===== src/rtl/silife_grid_engine_if.sv =====
// silife_grid_engine host row bus.
// Row select, row write and combinational row read-back.
interface silife_grid_engine_if #(
  parameter int COLS     = 8,
  parameter int ROW_BITS = 3
);
  logic [ROW_BITS-1:0] row_select;
  logic                wr_en;
  logic [COLS-1:0]     wr_data;
  logic [COLS-1:0]     rd_data;

  modport master (
    output row_select,
    output wr_en,
    output wr_data,
    input  rd_data
  );

  modport slave (
    input  row_select,
    input  wr_en,
    input  wr_data,
    output rd_data
  );
endinterface


===== src/rtl/silife_grid_engine.sv =====
// silife_grid_engine: ROWS x COLS B3/S23 Life array with evolution FSM.
// Optional SILIFE_POPCOUNT_EN adds a registered live-cell population output.
module silife_grid_engine #(
  parameter int ROWS      = 8,
  parameter int COLS      = 8,
  parameter int ROW_BITS  = 3,
  parameter int GEN_WIDTH = 16
) (
  input  logic                 clk,
  input  logic                 rst_n,
  input  logic                 wrap_en,
  input  logic                 run,
  input  logic                 step,
  input  logic                 tick,
  input  logic                 auto_halt,
  silife_grid_engine_if.slave  bus,
  output logic [GEN_WIDTH-1:0] gen_count,
  output logic                 running,
  output logic                 halted,
`ifdef SILIFE_POPCOUNT_EN
  output logic [$clog2(ROWS*COLS+1)-1:0] population,
`endif
  output logic                 stable
);

  localparam int N = ROWS * COLS;

  typedef enum logic [1:0] {
    IDLE   = 2'd0,
    RUN    = 2'd1,
    HALTED = 2'd2
  } state_t;

  state_t state, state_d;

  logic [N-1:0] cells;
  logic [N-1:0] nxt;
  logic [N-1:0] cells_d;
  logic         evolve;
  logic         same;
  logic         wr_ok;

  // Cell value at (r,c); off-grid coordinates wrap or read dead.
  function automatic logic live_at(
    input logic [N-1:0] g,
    input int           r,
    input int           c,
    input logic         w
  );
    int rr = r;
    int cc = c;
    if (w) begin
      if (rr < 0) rr = ROWS - 1;
      else if (rr >= ROWS) rr = 0;
      if (cc < 0) cc = COLS - 1;
      else if (cc >= COLS) cc = 0;
    end else if (rr < 0 || rr >= ROWS ||
                 cc < 0 || cc >= COLS) begin
      return 1'b0;
    end
    return g[rr*COLS+cc];
  endfunction

  // Eight-neighbour count, 0..8.
  function automatic logic [3:0] nbr_count(
    input logic [N-1:0] g,
    input int           r,
    input int           c,
    input logic         w
  );
    logic [3:0] n = 4'd0;
    for (int dr = -1; dr <= 1; dr++) begin
      for (int dc = -1; dc <= 1; dc++) begin
        if (dr != 0 || dc != 0)
          n = n + {3'b000, live_at(g, r + dr, c + dc, w)};
      end
    end
    return n;
  endfunction

  // Full-parallel B3/S23 successor of the whole array.
  always_comb begin
    nxt = '0;
    for (int r = 0; r < ROWS; r++) begin
      for (int c = 0; c < COLS; c++) begin
        logic [3:0] n;
        n = nbr_count(cells, r, c, wrap_en);
        nxt[r*COLS+c] = (n == 4'd3) ||
                        (n == 4'd2 && cells[r*COLS+c]);
      end
    end
  end

  assign same = (nxt == cells);

  // Evolve qualifier; any write cycle blocks evolution.
  always_comb begin
    evolve = 1'b0;
    unique case (1'b1)
      state == IDLE: evolve = step && !run;
      state == RUN:  evolve = run && tick;
      default:       evolve = 1'b0;
    endcase
    if (bus.wr_en) evolve = 1'b0;
  end

  // Post-edge grid: evolution, overridden by an in-range row write.
  always_comb begin
    cells_d = evolve ? nxt : cells;
    wr_ok   = 1'b0;
    for (int r = 0; r < ROWS; r++) begin
      if (bus.wr_en && bus.row_select == ROW_BITS'(r)) begin
        cells_d[r*COLS +: COLS] = bus.wr_data;
        wr_ok = 1'b1;
      end
    end
  end

  // Row read-back; out-of-range rows read as zero.
  always_comb begin
    bus.rd_data = '0;
    for (int r = 0; r < ROWS; r++) begin
      if (bus.row_select == ROW_BITS'(r))
        bus.rd_data = cells[r*COLS +: COLS];
    end
  end

  // Cell array, generation counter and stability flag.
  always_ff @(posedge clk or negedge rst_n) begin
    if (!rst_n) begin
      cells     <= '0;
      gen_count <= '0;
      stable    <= 1'b0;
    end else begin
      cells <= cells_d;
      if (evolve) begin
        gen_count <= gen_count + GEN_WIDTH'(1);
      end
      if (wr_ok) begin
        stable <= 1'b0;
      end else if (evolve) begin
        stable <= same;
      end
    end
  end

  // State register.
  always_ff @(posedge clk or negedge rst_n) begin
    if (!rst_n) state <= IDLE;
    else        state <= state_d;
  end

  // Next-state logic; a no-change tick evolution may halt the run.
  always_comb begin
    state_d = state;
    case (state)
      IDLE: begin
        if (run) state_d = RUN;
      end
      RUN: begin
        if (!run)
          state_d = IDLE;
        else if (evolve && same && auto_halt)
          state_d = HALTED;
      end
      HALTED: begin
        if (!run) state_d = IDLE;
      end
      default: state_d = IDLE;
    endcase
  end

  assign running = (state == RUN);
  assign halted  = (state == HALTED);

`ifdef SILIFE_POPCOUNT_EN
  localparam int PW = $clog2(N + 1);

  logic [PW-1:0] pop_d;

  // Live-cell count of the registered grid.
  always_comb begin
    pop_d = '0;
    for (int i = 0; i < N; i++)
      pop_d = pop_d + PW'(cells[i]);
  end

  // Population register, one cycle behind the grid.
  always_ff @(posedge clk or negedge rst_n) begin
    if (!rst_n) population <= '0;
    else        population <= pop_d;
  end
`endif

endmodule


===== src/flat_wrapper.sv =====
// flat-port wrapper written by rule: the top's interface ports become plain ports
module silife_grid_engine_flat 
#(
  parameter int ROWS      = 8,
  parameter int COLS      = 8,
  parameter int ROW_BITS  = 3,
  parameter int GEN_WIDTH = 16
)
  (clk, rst_n, wrap_en, run, step, tick, auto_halt, gen_count, running, halted, stable, bus_row_select, bus_wr_en, bus_wr_data, bus_rd_data);
  silife_grid_engine_if #(.COLS(COLS), .ROW_BITS(ROW_BITS)) bus_i ();
  input  logic clk;
  input  logic rst_n;
  input  logic wrap_en;
  input  logic run;
  input  logic step;
  input  logic tick;
  input  logic auto_halt;
  output logic [GEN_WIDTH-1:0] gen_count;
  output logic running;
  output logic halted;
  output logic stable;
  input wire logic [$bits(bus_i.row_select)-1:0] bus_row_select;
  input wire logic [$bits(bus_i.wr_en)-1:0] bus_wr_en;
  input wire logic [$bits(bus_i.wr_data)-1:0] bus_wr_data;
  output wire logic [$bits(bus_i.rd_data)-1:0] bus_rd_data;
  assign bus_i.row_select = bus_row_select;
  assign bus_i.wr_en = bus_wr_en;
  assign bus_i.wr_data = bus_wr_data;
  assign bus_rd_data = bus_i.rd_data;
  silife_grid_engine #(.ROWS(ROWS), .COLS(COLS), .ROW_BITS(ROW_BITS), .GEN_WIDTH(GEN_WIDTH)) u_core (.clk(clk), .rst_n(rst_n), .wrap_en(wrap_en), .run(run), .step(step), .tick(tick), .auto_halt(auto_halt), .bus(bus_i), .gen_count(gen_count), .running(running), .halted(halted), .stable(stable));
endmodule

===== config.mk =====
export PLATFORM = sky130hd
export DESIGN_NAME = silife_grid_engine_flat
export DESIGN_NICKNAME = d
export VERILOG_FILES = /design/src/rtl/silife_grid_engine_if.sv /design/src/rtl/silife_grid_engine.sv /design/src/flat_wrapper.sv
export SDC_FILE = /design/constraint.sdc
export NUM_CORES = 1
export LEC_CHECK = 0
export ABC_AREA = 1
export CAP_MARGIN = 20
export CORE_AREA = 2 2 184 168
export DETAILED_ROUTE_END_ITERATION = 10
export DIE_AREA = 0 0 186 170
export PLACE_DENSITY_LB_ADDON = 0.2
export SLEW_MARGIN = 20
export SYNTH_ARGS = -nofsm -noshare
export SYNTH_HDL_FRONTEND = slang
export SYNTH_SLANG_ARGS = --single-unit

===== constraint.sdc =====
create_clock -name clk -period 7.24 [get_ports clk]
set_input_delay 1.448 -clock clk [delete_from_list [all_inputs] [get_ports clk]]
set_output_delay 1.448 -clock clk [all_outputs]
set_load 0.05 [all_outputs]

==> results of run 1 <==
per-stage QoR:
| step | area, sq um | utilization, % |
|---|---|---|
| after floorplan | 17510 | - |
| final | 18750 | 63.22 |
| after detailed placement | 18420 | 62.13 |
| after global routing | 18740 | 63.20 |
| after CTS | 18740 | 63.20 |
| after global placement | 18420 | 62.13 |
synthesized netlist by cell type, types with 11 or more instances:
master    instances
nand3b_1         21
a221oi_1         16
ha_1            193
nand4_1          29
a21oi_1          30
nand2_1         629
o221ai_1         26
nor2_1          274
nand3_1          86
o21ai_0          16
o21bai_1         23
inv_1           581
o311ai_0         17
nor3_1           11
fa_1            256
dfrtp_1          83
sequential cells by signal (all words and copies together), names as in the netlist:
register / flops
u_core.cells: 64
u_core.gen_count: 16
u_core.stable: 1
u_core.state: 2
kinds of logic (layout without fill, tap and decap cells):
group                      count (synthesis)  count (layout)  synth area share (%)
AOI/OAI and AO/OA                        150             150                 6.238
buffers and inverters                    609             657                 13.15
adders and majority gates                449             449                 43.06
and+or+nand+nor                         1066            1066                 24.94
xor gates and xnor gates                  15              15                0.7502
other                                      0               2                     0
DFF                                       83              83                 11.86
area by class of cell:
class	count	area share [%]
inverter	589	11.79
tap	403	2.690
timing repair buffer	52	2.670
clock inverter	6	0.4672
antenna	2	0.02670
clock buffer	10	1.221
multi-input combinational	1680	70.05
sequential	83	11.08
per-layer routing:
| metal | vias to the layer above | share of wire (%) |
|---|---|---|
| met2 | 851 | 44 |
| met5 | - | 0 |
| li1 | 7316 | - |
| met3 | 199 | 10 |
| met4 | 0 | 5.7 |
| met1 | 7743 | 40 |
worst min-delay path by stage:
stage                                       end                             start  cells past startpoint
3_5_place_dp   u_core.gen_count[14]$_DFFE_PN0P_  u_core.gen_count[14]$_DFFE_PN0P_                      1
2_1_floorplan      u_core.cells[62]$_DFFE_PN0P_      u_core.cells[62]$_DFFE_PN0P_                      2
6_report       u_core.gen_count[14]$_DFFE_PN0P_  u_core.gen_count[14]$_DFFE_PN0P_                      1
4_1_cts         u_core.gen_count[4]$_DFFE_PN0P_   u_core.gen_count[4]$_DFFE_PN0P_                      1
3_3_place_gp   u_core.gen_count[15]$_DFFE_PN0P_  u_core.gen_count[15]$_DFFE_PN0P_                      1
5_1_grt         u_core.gen_count[4]$_DFFE_PN0P_   u_core.gen_count[4]$_DFFE_PN0P_                      1
==> results.yml, run 1 <==
floorplanning:
  pin_count: 46
  initial_utilization_pct: 59.05
  die_w_um: 186
  row_count: 60
  core_sq_um: 29650
  dieArea_sq_um: 31620
  die_h_um: 170
logic_synthesis:
  ys_seq_elements: 83
  synth_cell_types: 39
  ys_top_cells_by_area: "fa_1, ha_1, nand2_1"
  synthCells: 2372
  synth_top_area_share_pct: 29.27
  synth_fp_nets: 2840
  yosysWarnings: 0
  yosys.area.top_type: "fa_1"
  ys_async_sr_fraction_pct: 100.0
  synth.avg_cell_area_sq_um: 7.383
  seq_area_frac_synth_pct: 11.86
  syn_area_sq_um: 17510
  ys.flop_type: "dfrtp_1"
  synth-edff-count: 0
final_layout:
  stdcell_count: 2825
  layout-drive-gt1-share_pct: 1.736
  area.growth.synth_to_final_pct: 7.045
  ff_latch_area_sq_um: 2077
  multiInputGateArea_sq_um: 13130
  layout_common_cells: "nand2_1, inv_1, nor2_1"
  fillers: 2711
  layout_commonest_cell: "nand2_1"
  fin_nets: 2883
route:
  first_pass_iters: 6
  ant_nets: 0
  wirelength_um: 58920
  vias: 16110
  drtIter0Drc: 1449
  vias_per_cell: 5.702
  wl_per_cell_um: 20.86
  drc: 0
critical_path:
  cp-end-kind: "register"
  crit_top_cell: "nand2_1"
  required_ps: 7490
  crit_fanout: 18
  cp-startpoint: "wrap_en"
  crit_end: "u_core.state[0]$_DFFE_PN0P_"
  cpPeakStageDelay_ps: 980
  slowest_stage: "clkdlybuf4s50_1"
  ff2ff_setup_slack_ps: 2450
  path_cells: "clkdlybuf4s50_1 > buf_4 > nand2_1 > inv_1 > ha_1 > fa_1 > inv_1 > fa_1 > fa_1 > fa_1 > inv_1 > nand2_1 > a21oi_1 > nand2_1 > nand2_1 > nand2_1 > nor2_1 > nand2_1 > nor2_1 > nand2_1 > nor2_1 > nand4_1 > nand2_1 > nand2_1"
  path_delay_family: "adder cells"
  path_class: "in -> reg"
  path_buf_inv: 5
  reg2reg_from: "u_core.cells[35]$_DFFE_PN0P_"
  worstPathArrival_ps: 6440
  crit_cells: 24
  rr_worst_depth: 19
  r2r-end: "u_core.state[0]$_DFFE_PN0P_"
  start_kind: "primary input"
clock_tree:
  cts_sinks: 83
  cts_resized: 0
  clock_path_buffers: 2
  clk_pin_slew_ps: 80
  worstSkewPairLatency_ps: 370
  cts-buffers-inserted: 9
  cts_tree: "yes"
  clockRootBuffer: "clkbuf_16"
  post_cts_buffers: 0
  postCtsHoldBufs: 0
  htree_levels: 3
placed_design:
  dpl.hpwl_um: 48620
  numPortBuffers: 45
  place_congestion: 1.031
  dp_cells: 2807
  dp_slack_ps: 812.0
hold_path:
  hold_class: "reg -> reg"
outcome:
  outcome: "finished, final reports clean"
grt:
  grt_max_degree: 53
  met2_usage_pct: 59.88
  met3_usage_pct: 9.523
  gr-total-overflow: 0
  met1_usage_pct: 51.54
  antenna_found_initial: 3
  top_usage_layer: "met2"
  grt_pass1_vias: 16010
  grt_util_all_layers_pct: 39.14
  grt_pass1_wl_um: 91600
flow_run:
  drv_cap: 0
timing:
  timing.hold.ws_ps: 504.3
  fin_crit_ps: 6195
  tightest_slew_ps: 1032
  slew_headroom_pct: 30.98
  setup_viol: 0
  worst_slack_ps: 1045
  slew_viol_final: 0
  rsz0062_at_grt: "false"
  tns_ps: 0
  fin_crit_sh_pct: 85.56
  max_freq_mhz: 161.4
  hold_viol_final: 0
  fin_worst_skew_ps: 18.06
Power of run 1 is not shown: default switching activity piles up to over one toggle a cycle in this logic, so the estimate is an artifact.
==> run 2, diff against run 1 <==
--- a/config.mk
+++ b/config.mk
@@ -11,6 +11,7 @@
 export DETAILED_ROUTE_END_ITERATION = 10
 export DIE_AREA = 0 0 186 170
 export PLACE_DENSITY_LB_ADDON = 0.2
+export RECOVER_POWER = 25
 export SLEW_MARGIN = 20
 export SYNTH_ARGS = -nofsm -noshare
 export SYNTH_HDL_FRONTEND = slang
==> run 2 against run 1 <==
  * The run now ends with capacitance limit, slew limit left
  * Non-clock buffer count unchanged
  * Wire length about the same
  * Maximum frequency up 0.42%
  * Register-to-register slack about the same
  * Sequential share of layout area about the same
  * Core utilization about the same
  * Largest cell class unchanged
  * Highest routed layer unchanged
==> results.yml, run 2 (same netlist as run 1, synthesis figures left out) <==
outcome:
  outcome: "finished with violations"
  violations: "capacitance limit, slew limit"
placed_design:
  place_congestion: 1.031
  dp_cells: 2807
  numPortBuffers: 45
  dp_slack_ps: 812.0
  dpl.hpwl_um: 48620
clock_tree:
  cts_sinks: 83
  post_cts_buffers: 0
  cts_tree: "yes"
  cts-buffers-inserted: 9
  worstSkewPairLatency_ps: 370
  postCtsHoldBufs: 0
  htree_levels: 3
  clock_path_buffers: 2
  cts_resized: 0
  clk_pin_slew_ps: 80
  clockRootBuffer: "clkbuf_16"
critical_path:
  path_class: "in -> reg"
  crit_fanout: 18
  rr_worst_depth: 19
  path_delay_family: "adder cells"
  start_kind: "primary input"
  cp-end-kind: "register"
  crit_cells: 25
  required_ps: 7490
  ff2ff_setup_slack_ps: 2450
  crit_top_cell: "nand2_1"
  worstPathArrival_ps: 6420
  path_buf_inv: 6
  slowest_stage: "clkdlybuf4s50_1"
  cpPeakStageDelay_ps: 980
route:
  wl_per_cell_um: 20.86
  ant_nets: 0
  wirelength_um: 58920
  vias_per_cell: 5.707
  drc: 0
  drtIter0Drc: 1458
  vias: 16120
  first_pass_iters: 7
final_layout:
  reg_top3: "u_core.cells x64, u_core.gen_count x16, u_core.state x2"
  area.growth.synth_to_final_pct: 7.002
  multiInputGateArea_sq_um: 13130
  postLayoutCoreUtil_pct: 63.19
  layout_common_cells: "nand2_1, inv_1, nor2_1"
  stdcell_count: 2825
  layout_commonest_cell: "nand2_1"
  ff_latch_area_sq_um: 2077
  fin_nets: 2883
  top_register: "u_core.cells"
  fillers: 2712
  largest_reg_flops: 64
  layout-drive-gt1-share_pct: 1.653
grt:
  grt_pass1_vias: 16010
  grt_max_degree: 53
  gr-total-overflow: 0
  antenna_found_initial: 3
  grt_pass1_wl_um: 91600
  grt_util_all_layers_pct: 39.14
floorplanning:
  core_sq_um: 29650
  dieArea_sq_um: 31620
  row_count: 60
  pin_count: 46
  initial_utilization_pct: 59.05
  die_w_um: 186
  die_h_um: 170
timing:
  setup_viol: 0
  rsz0062_at_grt: "false"
  tightest_slew_ps: 2990
  slew_viol_final: 86
  slew_headroom_pct: -99.31
  hold_viol_final: 0
  fin_worst_skew_ps: 17.55
  worst_slack_ps: 1071
  fin_crit_ps: 6169
  max_freq_mhz: 162.1
  fin_crit_sh_pct: 85.20
  tns_ps: 0
flow_run:
  drv_cap: 2
hold_path:
  min_path_cells: 1
  hold_class: "reg -> reg"
[run 2: worst reg2reg max path: stages, from the launching register on]
cell,delay [ps]
dfrtp_1,750
inv_1,440
fa_1,610
fa_1,500
inv_1,50
fa_1,380
inv_1,80
fa_1,410
nor3b_1,330
nand2_1,150
nand2_1,80
nand2_1,70
nor2_1,140
nand2_1,130
nor2_1,160
nand2_1,70
nor2_1,120
nand4_1,80
nand2_1,70
nand2_1,40
[run 2: per-stage QoR]
step / hold WS [ps] / instance area (sq um)
floorplan: 523.3 / 17510
global placement: 458.8 / 18420
detailed placement: 500.4 / 18420
CTS: 514.3 / 18740
global route: 524.0 / 18730
finish: 504.3 / 18740
[run 2: layout make-up]
class / count / share of cell area (%)
Antenna cell: 2 / 0.02671
Clock buffer: 10 / 1.222
Multi-Input combinational cell: 1680 / 70.08
Inverter: 589 / 11.80
Clock inverter: 6 / 0.4674
Timing Repair Buffer: 52 / 2.631
Tap cell: 403 / 2.691
Sequential cell: 83 / 11.08
[run 2: per-layer routing]
| metal | routed length [um] | up-vias | track usage (%) |
|---|---|---|---|
| li1 | - | 7316 | - |
| met1 | 23340 | 7741 | 51.54 |
| met2 | 25980 | 864 | 59.88 |
| met3 | 6245 | 202 | 9.523 |
| met4 | 3356 | 0 | 20.58 |
| met5 | 0 | - | 0 |
[run 2: worst paths after layout]
| path | from | to |
|---|---|---|
| min reg2reg | u_core.gen_count[14]$_DFFE_PN0P_ | u_core.gen_count[14]$_DFFE_PN0P_ |
| min in group asynchronous | rst_n | u_core.cells[45]$_DFFE_PN0P_ |
| max | wrap_en | u_core.state[0]$_DFFE_PN0P_ |
| max reg2reg | u_core.cells[35]$_DFFE_PN0P_ | u_core.state[0]$_DFFE_PN0P_ |
| max in group asynchronous | rst_n | u_core.cells[1]$_DFFE_PN0P_ |
| min | u_core.gen_count[14]$_DFFE_PN0P_ | u_core.gen_count[14]$_DFFE_PN0P_ |
Power of run 2 is left out for the same reason.
